**config.mk**
```make
export PLATFORM = sky130hd
export DESIGN_NAME = nexys4_display
export DESIGN_NICKNAME = d
export VERILOG_FILES = /design/src/rtl/nexys4_display_pkg.sv /design/src/rtl/nexys4_display_spi_rx.sv /design/src/rtl/nexys4_display.sv
export SDC_FILE = /design/constraint.sdc
export NUM_CORES = 1
export LEC_CHECK = 0
export BUFFER_PORTS_ARGS = -buffer_cell sky130_fd_sc_hd__buf_2
export CORE_MARGIN = 4
export CORE_UTILIZATION = 40
export DETAILED_ROUTE_END_ITERATION = 8
export HOLD_SLACK_MARGIN = 0.05
export PLACE_DENSITY = 0.61
export SLEW_MARGIN = 20
export SYNTH_ARGS = -nofsm -noshare
export SYNTH_HDL_FRONTEND = slang
export SYNTH_SLANG_ARGS = --single-unit
```
**constraint.sdc**
```tcl
create_clock -name block_clk_i -period 4.35 [get_ports block_clk_i]
set_clock_uncertainty 0.1 [all_clocks]
set_input_delay 0 -clock block_clk_i [delete_from_list [all_inputs] [get_ports block_clk_i]]
set_output_delay 0 -clock block_clk_i [all_outputs]
set_load 0.02 [all_outputs]
```
**src/rtl/nexys4_display_pkg.sv**
```systemverilog
// Shared constants, frame layout and hex glyph table for the Nexys4 SPI
// seven-segment display driver.
package nexys4_display_pkg;

  localparam int unsigned FRAME_BITS = 16;
  localparam int unsigned CNT_BITS   = 5;
  localparam int unsigned CNT_SAT    = 17;
  localparam int unsigned NUM_DIGITS = 8;
  localparam int unsigned IDX_BITS   = 3;

  localparam logic [3:0] CMD_MASK  = 4'h0;
  localparam logic [3:0] CMD_DIGIT = 4'h1;

  // Frame field positions: cmd [15:12], addr [11:8], data [7:0].
  typedef struct packed {
    logic [3:0] cmd;
    logic [3:0] addr;
    logic [7:0] data;
  } frame_t;

  typedef struct packed {
    logic       dp;
    logic [3:0] hex;
  } digit_t;

  // Standard hex glyphs, returned as {g,f,e,d,c,b,a} active-high.
  function automatic logic [6:0] seg7(input logic [3:0] hex);
    logic [6:0] s;
    case (hex)
      4'h0:    s = 7'h3F;
      4'h1:    s = 7'h06;
      4'h2:    s = 7'h5B;
      4'h3:    s = 7'h4F;
      4'h4:    s = 7'h66;
      4'h5:    s = 7'h6D;
      4'h6:    s = 7'h7D;
      4'h7:    s = 7'h07;
      4'h8:    s = 7'h7F;
      4'h9:    s = 7'h6F;
      4'hA:    s = 7'h77;
      4'hB:    s = 7'h7C;
      4'hC:    s = 7'h39;
      4'hD:    s = 7'h5E;
      4'hE:    s = 7'h79;
      default: s = 7'h71;
    endcase
    return s;
  endfunction

endpackage

```
**src/rtl/nexys4_display_spi_rx.sv**
```systemverilog
// SPI slave front end: pin synchronisers, 16-bit receive with exact-length
// commit, and readback of the last committed frame on MISO.
module nexys4_display_spi_rx
  import nexys4_display_pkg::*;
(
  input  logic                  block_clk_i,
  input  logic                  rst_i,
  input  logic                  spi_sclk_i,
  input  logic                  spi_ss_i,
  input  logic                  spi_mosi_i,
  output logic                  spi_miso_o,
  output logic                  frame_valid,
  output logic [FRAME_BITS-1:0] frame
);

  // [1:0] form the synchroniser, [2] holds the previous synchronised value.
  logic [2:0] sclk_sync;
  logic [2:0] ss_sync;
  logic [1:0] mosi_sync;

  logic                  active;
  logic [CNT_BITS-1:0]   bit_cnt;
  logic [FRAME_BITS-1:0] rx_shift;
  logic [FRAME_BITS-1:0] tx_shift;
  logic [FRAME_BITS-1:0] tx_next;

  logic sclk_rise;
  logic sclk_fall;
  logic ss_low;
  logic ss_fall;
  logic ss_rise;

  // Synchronisers track the pins through reset so no false SS edge follows it.
  always_ff @(posedge block_clk_i) begin
    sclk_sync <= {sclk_sync[1:0], spi_sclk_i};
    ss_sync   <= {ss_sync[1:0], spi_ss_i};
    mosi_sync <= {mosi_sync[0], spi_mosi_i};
  end

  assign sclk_rise = sclk_sync[1] & ~sclk_sync[2];
  assign sclk_fall = ~sclk_sync[1] & sclk_sync[2];
  assign ss_low    = ~ss_sync[1];
  assign ss_fall   = ~ss_sync[1] & ss_sync[2];
  assign ss_rise   = ss_sync[1] & ~ss_sync[2];

  // Transmit register: load on frame start, shift on SCLK falling edges.
  always_comb begin
    tx_next = tx_shift;
    if (ss_fall) begin
      tx_next = frame;
    end else if (active && ss_low && sclk_fall) begin
      tx_next = {tx_shift[FRAME_BITS-2:0], 1'b0};
    end
  end

  always_ff @(posedge block_clk_i) begin
    if (rst_i) begin
      active      <= 1'b0;
      bit_cnt     <= '0;
      rx_shift    <= '0;
      tx_shift    <= '0;
      frame       <= '0;
      frame_valid <= 1'b0;
      spi_miso_o  <= 1'b1;
    end else begin
      frame_valid <= 1'b0;
      tx_shift    <= tx_next;
      spi_miso_o  <= ss_low ? tx_next[FRAME_BITS-1] : 1'b1;
      if (ss_fall) begin
        active   <= 1'b1;
        bit_cnt  <= '0;
        rx_shift <= '0;
      end else if (ss_rise) begin
        // Close takes priority over any coincident SCLK edge.
        active <= 1'b0;
        if (active && (bit_cnt == CNT_BITS'(FRAME_BITS))) begin
          frame       <= rx_shift;
          frame_valid <= 1'b1;
        end
      end else if (active && ss_low && sclk_rise) begin
        rx_shift <= {rx_shift[FRAME_BITS-2:0], mosi_sync[1]};
        if (bit_cnt != CNT_BITS'(CNT_SAT)) begin
          bit_cnt <= bit_cnt + CNT_BITS'(1);
        end
      end
    end
  end

endmodule

```
**src/rtl/nexys4_display.sv**
```systemverilog
// Eight-digit common-anode seven-segment driver: SPI-written digit registers
// and enable mask, time-multiplexed onto registered anode/cathode pins.
module nexys4_display
  import nexys4_display_pkg::*;
#(
  parameter int unsigned REFRESH_BITS = 13
)
(
  input  logic       block_clk_i,
  input  logic       rst_i,
  input  logic       spi_sclk_i,
  input  logic       spi_ss_i,
  input  logic       spi_mosi_i,
  output logic       spi_miso_o,
  output logic [7:0] segment_o,
  output logic [7:0] digit_o
);

  logic                  frame_valid;
  logic [FRAME_BITS-1:0] rx_frame;
  frame_t                cmd_frame;

  digit_t                  digits [NUM_DIGITS];
  logic [NUM_DIGITS-1:0]   enable_mask;
  logic [REFRESH_BITS-1:0] prescaler;
  logic [IDX_BITS-1:0]     scan_idx;
  logic [IDX_BITS-1:0]     scan_idx_next;
  logic [7:0]              digit_next;
  logic [7:0]              segment_next;

  nexys4_display_spi_rx u_spi_rx (
    .block_clk_i (block_clk_i),
    .rst_i       (rst_i),
    .spi_sclk_i  (spi_sclk_i),
    .spi_ss_i    (spi_ss_i),
    .spi_mosi_i  (spi_mosi_i),
    .spi_miso_o  (spi_miso_o),
    .frame_valid (frame_valid),
    .frame       (rx_frame)
  );

  assign cmd_frame = frame_t'(rx_frame);

  // Command decode into digit registers and enable mask.
  always_ff @(posedge block_clk_i) begin
    if (rst_i) begin
      for (int i = 0; i < NUM_DIGITS; i++) begin
        digits[i] <= '0;
      end
      enable_mask <= '1;
    end else if (frame_valid) begin
      case (cmd_frame.cmd)
        CMD_DIGIT: begin
          if (!cmd_frame.addr[3]) begin
            digits[cmd_frame.addr[2:0]] <= {cmd_frame.data[4], cmd_frame.data[3:0]};
          end
        end
        CMD_MASK: enable_mask <= cmd_frame.data;
        default:  ;
      endcase
    end
  end

  // Output encode follows the index it will hold after this edge.
  assign scan_idx_next = (&prescaler) ? scan_idx + IDX_BITS'(1) : scan_idx;

  always_comb begin
    digit_next   = 8'hFF;
    segment_next = ~{digits[scan_idx_next].dp, seg7(digits[scan_idx_next].hex)};
    if (enable_mask[scan_idx_next]) begin
      digit_next = ~(8'(1) << scan_idx_next);
    end
  end

  always_ff @(posedge block_clk_i) begin
    if (rst_i) begin
      prescaler <= '0;
      scan_idx  <= '0;
      digit_o   <= 8'hFF;
      segment_o <= 8'hFF;
    end else begin
      prescaler <= prescaler + REFRESH_BITS'(1);
      scan_idx  <= scan_idx_next;
      digit_o   <= digit_next;
      segment_o <= segment_next;
    end
  end

endmodule

```
==> qor.yml <==
power_and_ir_drop:
  vdd_drop_max_uv: 246
  cellPowerDensity_mw_per_mm2: 409
  total_power_mw: 3.03
  power_leakage_nw: 2.68
timing:
  finalCritPeriodShare_pct: 80.7
  maxSlewViolCount: 0
  slew_headroom_pct: 39.2
  setup_viol: 0
  rsz0062_at_grt: "false"
  layout_min_cycle_time_ns: 3.51
  worst_pin_slew_ns: 0.909
  finalHoldViolCount: 0
  setup_ws_ns: 0.839
  final.setup.tns_ns: 0
  fmaxAchievable_ghz: 0.285
  holdWs_ns: 0.113
drt:
  drt_iter0_drc: 373
  num_vias: 4514
  via_per_inst: 5.21
  drtAntennaViolNets: 0
  routed_wl_um: 13400
  wl_per_cell_um: 15.5
  drc_errors: 0
  first_pass_iters: 5
critical_path:
  cpMostUsedCell: "or4_1"
  reg2reg_setup_slack_ns: 0.84
  criticalPathCategory: "reg2reg"
  required_ns: 4.54
  slowest_stage: "or4_1"
  start_kind: "register"
  worstSetupEndpointType: "register"
  cpPeakStageDelay_ns: 0.63
  crit_chain: "ha_1, nand3_1, or4_1, a22oi_2, o2111ai_1, o22ai_2, mux2_2, or4_1"
  arrival_ns: 3.70
  critPathMaxFanout: 15
synthesis:
  synthCells: 626
  async_reset_ff_share_pct: 0
  avgSynthCellArea_um2: 10.3
  synth_edf_count: 40
  synth-seq-cells: 144
  synth-seq-area-share_pct: 50.8
  syn_nets: 642
  netlist_area_mm2: 0.00646
  yosysUniqueCellTypes: 60
  synth-main-ff-cell: "dfxtp_1"
  synth-warning-count: 0
global_route:
  grt-ovfl-total: 0
  use_met3_pct: 5.03
  grt_pass1_vias: 4413
  grt_use_met2_pct: 24.5
  grt_max_degree: 46
  grt_pass1_wl_um: 22300
  busiest_layer: "met2"
  antenna_found_initial: 0
  met1_usage_pct: 20.6
  track_usage_pct: 15.7
floorplan:
  core_mm2: 0.0159
  start_util_pct: 40.7
  die_area_mm2: 0.0183
  ios: 22
  rows: 46
  dieHeight_um: 135
  die_w_um: 135
finish:
  insertedDiodeCount: 0
  register_area_mm2: 0.00328
  fin_util_pct: 46.6
  drive_above_1_share_pct: 14.1
  fin_area_mm2: 0.00740
  synthToLayoutAreaGrowth_pct: 14.5
  layout_common_cells: "dfxtp_1, nor2_1, nand2_1"
  final_cells: 867
  fillers: 1466
  layout_commonest_cell: "dfxtp_1"
  nNetsFinal: 655
  multiInputGateArea_mm2: 0.00300
clock_network:
  numCtsBuffers: 17
  clkTransAtPathRegs_ns: 0.06
  cts-root-buf: "clkbuf_16"
  cts.sinks: 144
  clock_latency_ns: 0.42
  post-cts-setup-buffers: 0
  cts.htree.levels: 4
  post_cts_resized: 0
  cts_tree: "done"
  clockBufferDepth: 2
job:
  maxCapViolCount: 0
outcome:
  status: "complete, no violations"
placed_design:
  io_buffers: 21
  dp_hpwl_um: 9120
  place_inst: 832
  dp_worst_setup_slack_ns: 0.887
  placed_cell_area_mm2: 0.00674
  place_congestion: 0.895
min_path:
  hold_path_class: "in2reg"
## cell usage after synthesis, types with 3 or more instances
library cell | number | area (um^2)
a2111oi_0 | 3 | 26.3
a211o_1 | 3 | 26.3
a21oi_1 | 40 | 200
and2_1 | 44 | 275
and3_1 | 3 | 18.8
buf_1 | 3 | 11.3
buf_2 | 8 | 40.0
clkbuf_1 | 24 | 90.1
dfxtp_1 | 104 | 2080
edfxtp_1 | 40 | 1200
ha_1 | 11 | 138
inv_1 | 9 | 33.8
mux2_2 | 7 | 78.8
mux2i_1 | 60 | 601
mux4_2 | 11 | 248
nand2_1 | 70 | 263
nand2b_1 | 4 | 25.0
nand3_1 | 15 | 75.1
nand4_1 | 5 | 31.3
nor2_1 | 80 | 300
nor2b_1 | 4 | 25.0
nor3_1 | 3 | 15.0
nor3b_1 | 3 | 22.5
o21ai_0 | 11 | 55.1
o221ai_1 | 3 | 26.3
or2_2 | 3 | 18.8
or3_1 | 3 | 18.8
xnor2_1 | 6 | 52.6
xor2_1 | 7 | 61.3
## what timing repair did
action / in CTS / in global routing
endpoints found under the hold margin: 16 / 0
hold buffers: 4 / 0
endpoints found under the setup margin: 0 / 0
## worst max-delay path, delay by kind of cell (launching register included)
kind / cells / cell delay, ns
AO/OA/AOI/OAI: 3 / 0.92
adder cells (fa/ha/maj): 1 / 0.21
flip-flops: 1 / 0.37
multiplexers: 1 / 0.40
AND/OR/NAND/NOR: 3 / 1.38
## final timing paths
path	from	to	cells after the start
setup / recovery	prescaler[0]	segment_o[0]	8
hold / removal	spi_sclk_i	u_spi_rx.sclk_sync[0]	2
setup reg to reg	prescaler[0]	segment_o[0]	8
hold reg to reg	u_spi_rx.mosi_sync[0]	u_spi_rx.mosi_sync[1]	0
## power by group
part | internal (mW) | total, mW | switching [mW]
Combinational | 0.0336 | 0.0912 | 0.0576
Sequential | 1.40 | 1.42 | 0.0147
Clock | 0.955 | 1.52 | 0.567
## cells by family (layout without fill, tap and decap cells)
kind of cell             Yosys count  in the layout  synth area share [%]
AO/OA/AOI/OAI                     73             73                  7.01
AND/OR/NAND/NOR                  257            257                  20.2
buffers and inverters             47             72                  3.06
adder cells (fa/ha/maj)           11             11                  2.13
XOR/XNOR                          14             14                  2.01
multiplexers                      80             80                  14.8
flip-flops                       144            144                  50.8
## per-layer routing
metal,vias up,wire [um]
met3,24,684
met4,0,237
met5,-,0
li1,2218,-
met2,111,6340
met1,2161,6150
## flip-flops by register name (all words and copies together), names as in the netlist, 5 cells and up
signal             cells
enable_mask            8
u_spi_rx.frame        16
u_spi_rx.bit_cnt       5
segment_o              8
u_spi_rx.rx_shift     16
digits                40
digit_o                8
u_spi_rx.tx_shift     16
prescaler             13
## area by class of cell
class                           instances  share of cell area (%)
Clock buffer                           21                    6.36
Clock inverter                         10                    2.03
Inverter                               10                   0.507
Multi-Input combinational cell        435                    40.5
Sequential cell                       144                    44.4
Tap cell                              216                    3.65
Timing Repair Buffer                   31                    2.57
(Power assumes the default switching activity.)
